<file path="src/rtl/countdown_arbiter_if.sv">
// rtl/countdown_arbiter_if.sv - request/grant bundle between requesters and the shared countdown timer
//
// Purpose:
//   Carries the requester-side signals into countdown_arbiter and its status back out.
//   The master side belongs to the requesters and the slave side to the arbiter.
//
// Signals:
//   req        master->slave  N_REQ          per-requester request level
//   req_count  master->slave  N_REQ*WIDTH    packed load values, requester i at [i*WIDTH +: WIDTH]
//   pause      master->slave  1              only when CDA_PAUSE_EN is defined; holds the count
//   grant      slave->master  N_REQ          one-hot grant, zero when idle
//   busy       slave->master  1              countdown in progress
//   count      slave->master  WIDTH          current timer value
//   done       slave->master  1              one-cycle pulse, countdown reached zero
//   abort      slave->master  1              one-cycle pulse, owner dropped req early
//   owner      slave->master  $clog2(N_REQ)  index of current or last grant
//
// Optional feature macro: CDA_PAUSE_EN
interface countdown_arbiter_if #(
    parameter int N_REQ = 4,
    parameter int WIDTH = 4
);
    localparam int OW = $clog2(N_REQ);

    logic [N_REQ-1:0]       req;
    logic [N_REQ*WIDTH-1:0] req_count;
`ifdef CDA_PAUSE_EN
    logic                   pause;
`endif
    logic [N_REQ-1:0]       grant;
    logic                   busy;
    logic [WIDTH-1:0]       count;
    logic                   done;
    logic                   abort;
    logic [OW-1:0]          owner;

`ifdef CDA_PAUSE_EN
    modport master (
        output req, req_count, pause,
        input  grant, busy, count, done, abort, owner
    );

    modport slave (
        input  req, req_count, pause,
        output grant, busy, count, done, abort, owner
    );
`else
    modport master (
        output req, req_count,
        input  grant, busy, count, done, abort, owner
    );

    modport slave (
        input  req, req_count,
        output grant, busy, count, done, abort, owner
    );
`endif

endinterface

</file>
<file path="src/rtl/countdown_arbiter.sv">
// rtl/countdown_arbiter.sv - round-robin arbiter sharing one down-counting timer
//
// Purpose:
//   N_REQ requesters compete for a single down-counter. The winner's load value is
//   captured at grant, the counter decrements once per clock to zero, then done pulses
//   and the grant is released. Dropping req while granted ends the countdown with abort.
//   Arbitration is round-robin: the pointer moves to owner+1 after every grant ends.
//
// Ports:
//   clk    in   rising-edge clock
//   reset  in   asynchronous, active-high reset
//   bus    slave modport of countdown_arbiter_if (req, req_count, [pause] in;
//          grant, busy, count, done, abort, owner out)
//
// Parameters:
//   N_REQ  number of requesters (2..8)
//   WIDTH  counter width in bits
//
// Optional feature macro: CDA_PAUSE_EN
//   When defined, bus.pause=1 during a countdown holds the count. The abort and done
//   checks still run while paused, so a paused count of zero still completes.
module countdown_arbiter #(
    parameter int N_REQ = 4,
    parameter int WIDTH = 4
) (
    input  logic                 clk,
    input  logic                 reset,
    countdown_arbiter_if.slave   bus
);

    localparam int OW = $clog2(N_REQ);

    localparam logic [0:0] IDLE  = 1'b0;
    localparam logic [0:0] COUNT = 1'b1;

    logic [0:0]       state_q, state_d;
    logic [OW-1:0]    ptr_q,   ptr_d;
    logic [OW-1:0]    owner_q, owner_d;
    logic [WIDTH-1:0] count_q, count_d;
    logic [N_REQ-1:0] grant_q, grant_d;
    logic             done_q,  done_d;
    logic             abort_q, abort_d;

    logic [OW-1:0]    sel;
    logic             sel_vld;
    logic [OW-1:0]    owner_next;
    logic             pause_act;

`ifdef CDA_PAUSE_EN
    assign pause_act = bus.pause;
`else
    assign pause_act = 1'b0;
`endif

    // Round-robin pick: first requester found scanning ptr, ptr+1, ... with wrap.
    // Indices are folded back explicitly so non-power-of-two N_REQ never wanders
    // past the last requester.
    always_comb begin
        int j;
        sel     = '0;
        sel_vld = 1'b0;
        j       = 0;
        for (int i = 0; i < N_REQ; i++) begin
            j = int'(ptr_q) + i;
            if (j >= N_REQ) begin
                j = j - N_REQ;
            end
            if (!sel_vld && bus.req[OW'(j)]) begin
                sel_vld = 1'b1;
                sel     = OW'(j);
            end
        end
    end

    // Pointer value after the current owner releases: owner+1 mod N_REQ.
    always_comb begin
        if (owner_q == OW'(N_REQ - 1)) begin
            owner_next = '0;
        end else begin
            owner_next = owner_q + OW'(1);
        end
    end

    always_comb begin
        state_d = state_q;
        ptr_d   = ptr_q;
        owner_d = owner_q;
        count_d = count_q;
        grant_d = grant_q;
        done_d  = 1'b0;
        abort_d = 1'b0;

        case (state_q)
            IDLE: begin
                if (sel_vld) begin
                    state_d      = COUNT;
                    owner_d      = sel;
                    grant_d      = '0;
                    grant_d[sel] = 1'b1;
                    // Load value is captured only here; later req_count changes are ignored.
                    count_d      = bus.req_count[sel*WIDTH +: WIDTH];
                end
            end

            COUNT: begin
                // Early release wins over completion so a dropped request never reports done.
                if (!bus.req[owner_q]) begin
                    abort_d = 1'b1;
                    grant_d = '0;
                    ptr_d   = owner_next;
                    state_d = IDLE;
                end else if (count_q == '0) begin
                    done_d  = 1'b1;
                    grant_d = '0;
                    ptr_d   = owner_next;
                    state_d = IDLE;
                end else if (!pause_act) begin
                    count_d = count_q - WIDTH'(1);
                end
            end

            default: begin
                state_d = IDLE;
                grant_d = '0;
            end
        endcase
    end

    always_ff @(posedge clk or posedge reset) begin
        if (reset) begin
            state_q <= IDLE;
            ptr_q   <= '0;
            owner_q <= '0;
            count_q <= '0;
            grant_q <= '0;
            done_q  <= 1'b0;
            abort_q <= 1'b0;
        end else begin
            state_q <= state_d;
            ptr_q   <= ptr_d;
            owner_q <= owner_d;
            count_q <= count_d;
            grant_q <= grant_d;
            done_q  <= done_d;
            abort_q <= abort_d;
        end
    end

    assign bus.grant = grant_q;
    assign bus.busy  = (state_q == COUNT);
    assign bus.count = count_q;
    assign bus.done  = done_q;
    assign bus.abort = abort_q;
    assign bus.owner = owner_q;

endmodule
</file>
<file path="src/flat_wrapper.sv">
// flat-port wrapper written by rule: the top's interface ports become plain ports
module countdown_arbiter_flat 
#(
    parameter int N_REQ = 4,
    parameter int WIDTH = 4
)
  (clk, reset, bus_req, bus_req_count, bus_grant, bus_busy, bus_count, bus_done, bus_abort, bus_owner);
  countdown_arbiter_if #(.N_REQ(N_REQ), .WIDTH(WIDTH)) bus_i ();
  input  logic clk;
  input  logic reset;
  input wire logic [$bits(bus_i.req)-1:0] bus_req;
  input wire logic [$bits(bus_i.req_count)-1:0] bus_req_count;
  output wire logic [$bits(bus_i.grant)-1:0] bus_grant;
  output wire logic [$bits(bus_i.busy)-1:0] bus_busy;
  output wire logic [$bits(bus_i.count)-1:0] bus_count;
  output wire logic [$bits(bus_i.done)-1:0] bus_done;
  output wire logic [$bits(bus_i.abort)-1:0] bus_abort;
  output wire logic [$bits(bus_i.owner)-1:0] bus_owner;
  assign bus_i.req = bus_req;
  assign bus_i.req_count = bus_req_count;
  assign bus_grant = bus_i.grant;
  assign bus_busy = bus_i.busy;
  assign bus_count = bus_i.count;
  assign bus_done = bus_i.done;
  assign bus_abort = bus_i.abort;
  assign bus_owner = bus_i.owner;
  countdown_arbiter #(.N_REQ(N_REQ), .WIDTH(WIDTH)) u_core (.clk(clk), .reset(reset), .bus(bus_i));
endmodule
</file>
<file path="config.mk">
export PLATFORM = sky130hd
export DESIGN_NAME = countdown_arbiter_flat
export DESIGN_NICKNAME = d
export VERILOG_FILES = /design/src/rtl/countdown_arbiter_if.sv /design/src/rtl/countdown_arbiter.sv /design/src/flat_wrapper.sv
export SDC_FILE = /design/constraint.sdc
export NUM_CORES = 1
export LEC_CHECK = 0
export BUFFER_PORTS_ARGS = -buffer_cell sky130_fd_sc_hd__buf_4
export CAP_MARGIN = 20
export CORE_UTILIZATION = 47
export DETAILED_ROUTE_END_ITERATION = 12
export GPL_ROUTABILITY_DRIVEN = 0
export MAX_ROUTING_LAYER = met4
export PLACE_DENSITY = 0.82
export SLEW_MARGIN = 15
export SYNTH_ARGS = -nofsm -noshare
export SYNTH_HDL_FRONTEND = slang
export SYNTH_SLANG_ARGS = --single-unit
</file>
<file path="constraint.sdc">
create_clock -name clk -period 2.4 [get_ports clk]
set_input_delay 0.36 -clock clk [delete_from_list [all_inputs] [get_ports clk]]
set_output_delay 0.36 -clock clk [all_outputs]
set_load 0.02 [all_outputs]
</file>
==> impl_metrics.tcl, run 1 <==
set metrics [dict create \
    rows 15 \
    area_delta_synth_final_pct 32.74 \
    cts_hold_buf 0 \
    max_freq_mhz 470.3 \
    overflow 0 \
    synth-seq-cells 15 \
    cp.arrival_ns 2.30 \
    first_pass_iters 4 \
    first_global_vias 775 \
    drt-initial-drc-count 21 \
    synth_top_cell_by_area "dfrtp_1" \
    status "finished, final reports clean" \
    cts-resized-gates 0 \
    cp.required_ns 2.58 \
    tritoncts "yes" \
    num_vias 813 \
    end_kind "flop" \
    grt_usage 0.2350 \
    clockBufferDepth 2 \
    max_slew_margin 0.6244 \
    r2r_end "u_core.bus.count[3]" \
    rsz0062_at_grt "no" \
    post-cts-setup-buffer-count 0 \
    die_w_um 46.09 \
    drv_cap 0 \
    p_leak_nw 0.6056 \
    syn_nets 115 \
    layout.cells.most_common "buf_4" \
    hold_path.class "in -> async" \
    final_nets 152 \
    synth_top_area_share 0.4110 \
    finalMaxSlewViolations 0 \
    synthDistinctLibCells 32 \
    post-route-period-util 0.8860 \
    wirelength_um 2036 \
    root_buffer "clkbuf_4" \
    yosys_warnings 0 \
    start_util 0.5123 \
    avgRoutedWirePerCell_um 13.39 \
    io_pins 35 \
    final-setup-viol-count 0 \
    clk_latency_ns 0.29 \
    hpwl_um 1607 \
    grt_pass1_wl_um 3332 \
    syn_avg_cell_area_um2 10.04 \
    syn_area_um2 913.4 \
    cts_sinks 15 \
    fin_tns_setup_ns 0 \
    io_buffers 34 \
    clock_skew_ns 0.002637 \
    vias_per_cell 5.349 \
    crit_type "reg -> reg" \
    design.die.area_um2 2124 \
    timing.final.ws_setup_ns 0.2736 \
    tightest_slew_ns 0.5627 \
    period_minus_slack_ns 2.126 \
    drtAntennaViolNets 0 \
    layout_common_cells "buf_4 (35), dfrtp_1 (15), nand2_1 (10), mux2i_1 (9), inv_1 (8)" \
    place_ws_ns 0.2935 \
    clk_pin_slew_ns 0.09 \
    antenna_found_initial 0 \
    r2r_setup_slack_ns 0.27 \
    numCtsBuffers 3 \
    p_total_mw 1.556 \
    critPathMaxFanout 11 \
    nFillCells 139 \
    synth-seq-area-share 0.4110 \
    insertedDiodeCount 0 \
    finalHoldViolCount 0 \
    die_y_um 46.09 \
    syn_inst 91 \
    cp-startpoint "u_core.ptr_q[1]" \
    max-vdd-ir-drop_mv 0.8244 \
    powerDensity_nw_per_um2 1283 \
    drive_gt1_frac 0.3937 \
    reg2reg_depth 7 \
    crit_path_start_kind "flop" \
    final_core_util 0.6800 \
    htree_levels 1 \
    grt_max_degree 16 \
    drc 0 \
    ys_top_cells_by_area "dfrtp_1 (41%), mux2i_1 (9.9%), mux2_2 (4.9%)" \
    coreArea_um2 1783 \
    timing.hold.ws_ns 0.1174 \
    r2r_start "u_core.ptr_q[1]" \
]
[worst max-delay path: stages, from the launching register on]
cell      delay (ns)
dfrtp_1         0.49
mux2i_1         0.22
nor2_1          0.09
a311oi_4        0.36
buf_4           0.26
mux2i_1         0.20
mux2i_1         0.09
a221o_1         0.31
[report_power, final]
group	total (mW)	internal (mW)	switching [mW]
Clock	0.143	0.0620	0.0811
Combinational	0.908	0.430	0.477
Sequential	0.505	0.370	0.135
Total	1.56	0.862	0.694
[cell families after synthesis]
logic type      Yosys count  synth area share
flops                    15            0.4110
compound gates           21            0.1822
simple gates             26            0.1288
buf+inv                  12           0.06164
mux                      15            0.1890
fa+ha+maj                 2           0.02739
[registers in the layout, indices dropped and copies added, names as in the netlist]
register          flops
u_core.bus.busy       1
u_core.bus.owner      2
u_core.ptr_q          2
u_core.bus.count      4
u_core.bus.grant      4
u_core.bus.abort      1
u_core.bus.done       1
[final cells by class]
class	instances	area, um^2	share of cell area
Clock buffer	3	22.52	0.01858
Sequential cell	15	375.4	0.3096
Timing Repair Buffer	35	262.8	0.2167
Clock inverter	1	5.005	0.004128
Inverter	9	33.78	0.02786
Multi-Input combinational cell	64	481.7	0.3973
Tap cell	25	31.28	0.02580
[worst max path at each step]
stage / end / slack [ns] / cells past startpoint
after floorplan: u_core.bus.count[0] / 0.40 / 8
after global placement: u_core.bus.count[0] / 0.30 / 8
after detailed placement: u_core.bus.count[3] / 0.29 / 7
after CTS: u_core.bus.count[3] / 0.27 / 7
after global routing: u_core.bus.count[0] / 0.13 / 8
final: u_core.bus.count[3] / 0.27 / 7
[per-layer routing]
metal	GRT usage	vias to the layer above	routed length, um
li1	-	400	-
met4	0.09412	0	34
met5	-	-	0
met1	0.2655	391	859
met2	0.3803	15	1079
met3	0.07843	7	63
[metrics by stage]
stage,area (um^2),std cells
final,1212,152
after global routing,1212,152
after CTS,1212,152
after detailed placement,1185,148
after global placement,1185,148
after floorplan,913.4,91
[cell usage after synthesis]
library cell	n
dfrtp_1	15
nand2_1	10
mux2i_1	9
inv_1	8
a21oi_1	7
nor2_1	7
mux2_2	4
a32o_1	2
ha_1	2
nand3_1	2
nor3_1	2
o21ai_1	2
o31ai_1	2
a221o_1	1
a22oi_1	1
a311oi_4	1
buf_6	1
clkbuf_1	1
clkbuf_4	1
inv_2	1
mux2_4	1
mux4_2	1
nand2b_1	1
nor4_1	1
o211ai_1	1
o21ai_0	1
o21ai_2	1
o221a_1	1
o2bb2a_1	1
or2_2	1
or3_1	1
or3b_2	1
Power figures use the tool's default switching activity.
==> inputs of run 2 (changes only) <==
RECOVER_POWER = 25   (was not set)
==> impl_metrics.tcl, run 2 (synthesized netlist as in run 1, its figures left out) <==
set metrics [dict create \
    io_pins 35 \
    numCtsBuffers 3 \
    post-cts-setup-buffer-count 0 \
    grt_pass1_wl_um 3332 \
    end_kind "flop" \
    coreArea_um2 1783 \
    dp.cells 148 \
    timing.hold.ws_ns 0.1182 \
    first_global_vias 775 \
    drv_cap 0 \
    nFillCells 139 \
    cp.required_ns 2.58 \
    vias_per_cell 5.349 \
    clock_skew_ns 0.002637 \
    finalMaxSlewViolations 0 \
    status "finished, final reports clean" \
    max_freq_mhz 470.3 \
    clk_latency_ns 0.29 \
    design.die.area_um2 2124 \
    layout_common_cells "buf_4 (34), dfrtp_1 (15), nand2_1 (10), mux2i_1 (9), inv_1 (8)" \
    drive_gt1_frac 0.3937 \
    avgRoutedWirePerCell_um 13.39 \
    place_ws_ns 0.2935 \
    hpwl_um 1607 \
    start_util 0.5123 \
    crit_type "reg -> reg" \
    root_buffer "clkbuf_4" \
    timing.final.ws_setup_ns 0.2736 \
    crit_path_start_kind "flop" \
    drtAntennaViolNets 0 \
    die_y_um 46.09 \
    layout.cells.non_filler 152 \
    finalHoldViolCount 0 \
    drc 0 \
    final-setup-viol-count 0 \
    clockBufferDepth 2 \
    first_pass_iters 4 \
    post-route-period-util 0.8860 \
    tightest_slew_ns 0.5627 \
    rsz0062_at_grt "no" \
    antenna_found_initial 0 \
    max-vdd-ir-drop_mv 0.8244 \
    cp.arrival_ns 2.30 \
    grt_max_degree 16 \
    grt_usage 0.2350 \
    period_minus_slack_ns 2.126 \
    cts-resized-gates 0 \
    cts_hold_buf 0 \
    io_buffers 34 \
    num_vias 813 \
    wirelength_um 2036 \
    tritoncts "yes" \
    powerDensity_nw_per_um2 1283 \
    drt-initial-drc-count 21 \
    overflow 0 \
    die_w_um 46.09 \
    max_slew_margin 0.6245 \
    layout.cells.most_common "buf_4" \
    p_leak_nw 0.6054 \
    critPathMaxFanout 11 \
    seqCellArea_um2 375.4 \
    insertedDiodeCount 0 \
    fin_tns_setup_ns 0 \
    htree_levels 1 \
    hold_path.class "in -> async" \
    clk_pin_slew_ns 0.09 \
    final_nets 152 \
    r2r_start "u_core.ptr_q[1]" \
    cp-startpoint "u_core.ptr_q[1]" \
    rows 15 \
    multi_input_area_um2 481.7 \
    cts_sinks 15 \
    area_delta_synth_final_pct 32.74 \
]
-- run 2: cell types whose count changed in the layout (fill, tap and decap cells not counted), sizes merged --
cell / previous run / this run
buf: 35 / 34
clkbuf: 3 / 4
-- run 2: report_power, final --
| part | total, mW | switching [mW] | leakage, nW | internal [mW] |
|---|---|---|---|---|
| Clock | 0.143 | 0.0811 | 0.0177 | 0.0620 |
| Combinational | 0.907 | 0.477 | 0.402 | 0.430 |
| Sequential | 0.505 | 0.135 | 0.186 | 0.370 |
| Total | 1.56 | 0.694 | 0.605 | 0.862 |
-- run 2: path summary, 6_finish.rpt --
| path | endpoint | slack [ns] | depth (start not counted) |
|---|---|---|---|
| min | u_core.bus.done | 0.12 | 2 |
| min in group clk | u_core.bus.abort | 0.49 | 3 |
| max in group asynchronous | u_core.bus.grant[0] | 1.91 | 2 |
| min reg2reg | u_core.bus.grant[0] | 0.51 | 2 |
| max reg2reg | u_core.bus.count[3] | 0.27 | 7 |
| max | u_core.bus.count[3] | 0.27 | 7 |
-- run 2: area by class of cell --
class,instances,area share
Multi-Input combinational cell,64,0.3973
Sequential cell,15,0.3096
Timing Repair Buffer,35,0.2167
Inverter,9,0.02786
Tap cell,25,0.02580
Clock buffer,3,0.01858
Clock inverter,1,0.004128
-- run 2: critical path, cell delays in order (launching register included) --
cell and delay [ns]:
dfrtp_1 0.49, mux2i_1 0.22, nor2_1 0.09, a311oi_4 0.36, buf_4 0.26, mux2i_1 0.20, mux2i_1 0.09, a221o_1 0.31
-- run 2: per-stage QoR --
step | power (mW) | util | area (um^2)
finish | 1.556 | 0.6800 | 1212
CTS | 1.563 | 0.6800 | 1212
detailed placement | 1.416 | 0.6646 | 1185
global placement | 1.390 | 0.6646 | 1185
global route | 1.685 | 0.6800 | 1212
floorplan | 1.133 | - | 913.4
-- run 2: per-layer routing --
metal	routed length (um)	GRT usage
met5	0	-
met3	63	0.07843
met1	859	0.2655
met4	34	0.09412
met2	1079	0.3803
==> inputs of run 3 (changes only) <==
clock period = 2.3 ns   (was 2.4 ns; I/O delays follow)
==> impl_metrics.tcl, run 3 (synthesized netlist as in run 1, its figures left out) <==
set metrics [dict create \
    r2r_setup_slack_ns 0.16 \
    p_clk_frac 0.091 \
    start_util 0.5123 \
    clk_pin_slew_ns 0.09 \
    hpwl_um 1534 \
    powerDensity_nw_per_um2 1334 \
    clockBufferDepth 2 \
    p_leak_nw 0.6075 \
    p_sw_frac 0.4404 \
    rows 15 \
    seqCellArea_um2 375.4 \
    post-cts-setup-buffer-count 0 \
    crit_top_cell "inv_1" \
    cpPeakStageDelay_ns 0.46 \
    rsz0062_at_grt "no" \
    grt_usage 0.2205 \
    wirelength_um 2005 \
    finalMaxSlewViolations 0 \
    finalHoldViolCount 0 \
    r2r_start "u_core.bus.count[0]" \
    drc 0 \
    pwr-share-comb 0.589 \
    hold_path.class "in -> async" \
    status "finished, final reports clean" \
    io_pins 35 \
    cp.required_ns 2.47 \
    timing.final.ws_setup_ns 0.1629 \
    max-vdd-ir-drop_mv 0.8439 \
    design.die.area_um2 2124 \
    antenna_found_initial 0 \
    numCtsBuffers 3 \
    layout.cells.non_filler 153 \
    cts-resized-gates 0 \
    multi_input_area_um2 481.7 \
    r2r_end "u_core.bus.count[0]" \
    drtAntennaViolNets 0 \
    insertedDiodeCount 0 \
    drv_cap 0 \
    nFillCells 139 \
    cp.arrival_ns 2.30 \
    dp.cells 149 \
    place_ws_ns 0.1626 \
    drive_gt1_frac 0.3906 \
    max_slew_margin 0.6117 \
    avgRoutedWirePerCell_um 13.10 \
    first_pass_iters 4 \
    post-route-period-util 0.9292 \
    area_delta_synth_final_pct 33.42 \
    postLayoutCellArea_um2 1219 \
    reg2reg_depth 8 \
    overflow 0 \
    p_total_mw 1.625 \
    slowest_stage "or3b_2" \
    cts_sinks 15 \
    seq_power_share 0.321 \
    clk_latency_ns 0.27 \
    tightest_slew_ns 0.5803 \
    grt_max_degree 16 \
    root_buffer "clkbuf_4" \
    clock_skew_ns 0.001403 \
    crit_family "simple AND/OR/NAND/NOR gates" \
    placed_area_um2 1192 \
    final_nets 153 \
    critPathMaxFanout 6 \
    layout_common_cells "buf_4 (35), dfrtp_1 (15), nand2_1 (10), mux2i_1 (9), inv_1 (8)" \
    end_kind "flop" \
    tritoncts "yes" \
    final-setup-viol-count 0 \
    coreArea_um2 1783 \
    io_buffers 34 \
    grt_pass1_wl_um 3222 \
    die_y_um 46.09 \
    die_w_um 46.09 \
    drt-initial-drc-count 17 \
    htree_levels 1 \
    cts_hold_buf 0 \
    layout.cells.most_common "buf_4" \
    fin_tns_setup_ns 0 \
    max_freq_mhz 467.9 \
    crit_path_start_kind "flop" \
    first_global_vias 774 \
    path_buf_inv 3 \
    period_minus_slack_ns 2.137 \
    p_switching_mw 0.7158 \
    internal_power_mw 0.9096 \
    num_vias 816 \
    vias_per_cell 5.333 \
    crit_type "reg -> reg" \
    cp_cell_sequence "inv_1, ha_1, or3b_2, nand2_1, inv_2, a21oi_1, inv_1, o221a_1" \
]
run 3: area by class of cell:
class	count	share of cell area
multi-input combinational	64	0.3953
timing repair buffer	36	0.2218
sequential	15	0.3080
clock buffer	4	0.02156
inverter	9	0.02772
tap	25	0.02567
run 3: worst max path at each step:
stage                              startpoint             endpoint  depth (start not counted)
after detailed placement  u_core.bus.count[0]  u_core.bus.count[0]                          8
after global placement    u_core.bus.count[0]  u_core.bus.count[0]                          8
after CTS                 u_core.bus.count[0]  u_core.bus.count[0]                          8
after floorplan           u_core.bus.count[0]  u_core.bus.count[0]                          8
after global routing      u_core.bus.count[0]  u_core.bus.count[0]                          8
final                     u_core.bus.count[0]  u_core.bus.count[0]                          8
run 3: per-stage QoR:
stage,utilization,hold slack [ns]
6_report,0.6835,0.1129
5_1_grt,0.6835,0.1557
4_1_cts,0.6835,0.1302
3_5_place_dp,0.6688,0.4292
3_3_place_gp,0.6688,0.4328
2_1_floorplan,-,0.2465
run 3: per-layer routing:
layer / share of wire / vias up / track usage
li1: - / 401 / -
met5: 0 / - / -
met2: 0.54 / 20 / 0.3775
met3: 0.031 / 2 / 0.03529
met1: 0.43 / 393 / 0.2581
met4: 0.0050 / 0 / 0.08235
run 3: power groups by stage:
stage               clock, mW  sequential, mW  combinational (mW)
CTS                     0.151           0.518               0.966
floorplan                   0           0.609               0.573
detailed placement          0           0.523               0.958
global route            0.165           0.541                1.05
finish                  0.147           0.521               0.957
global placement            0           0.519               0.940
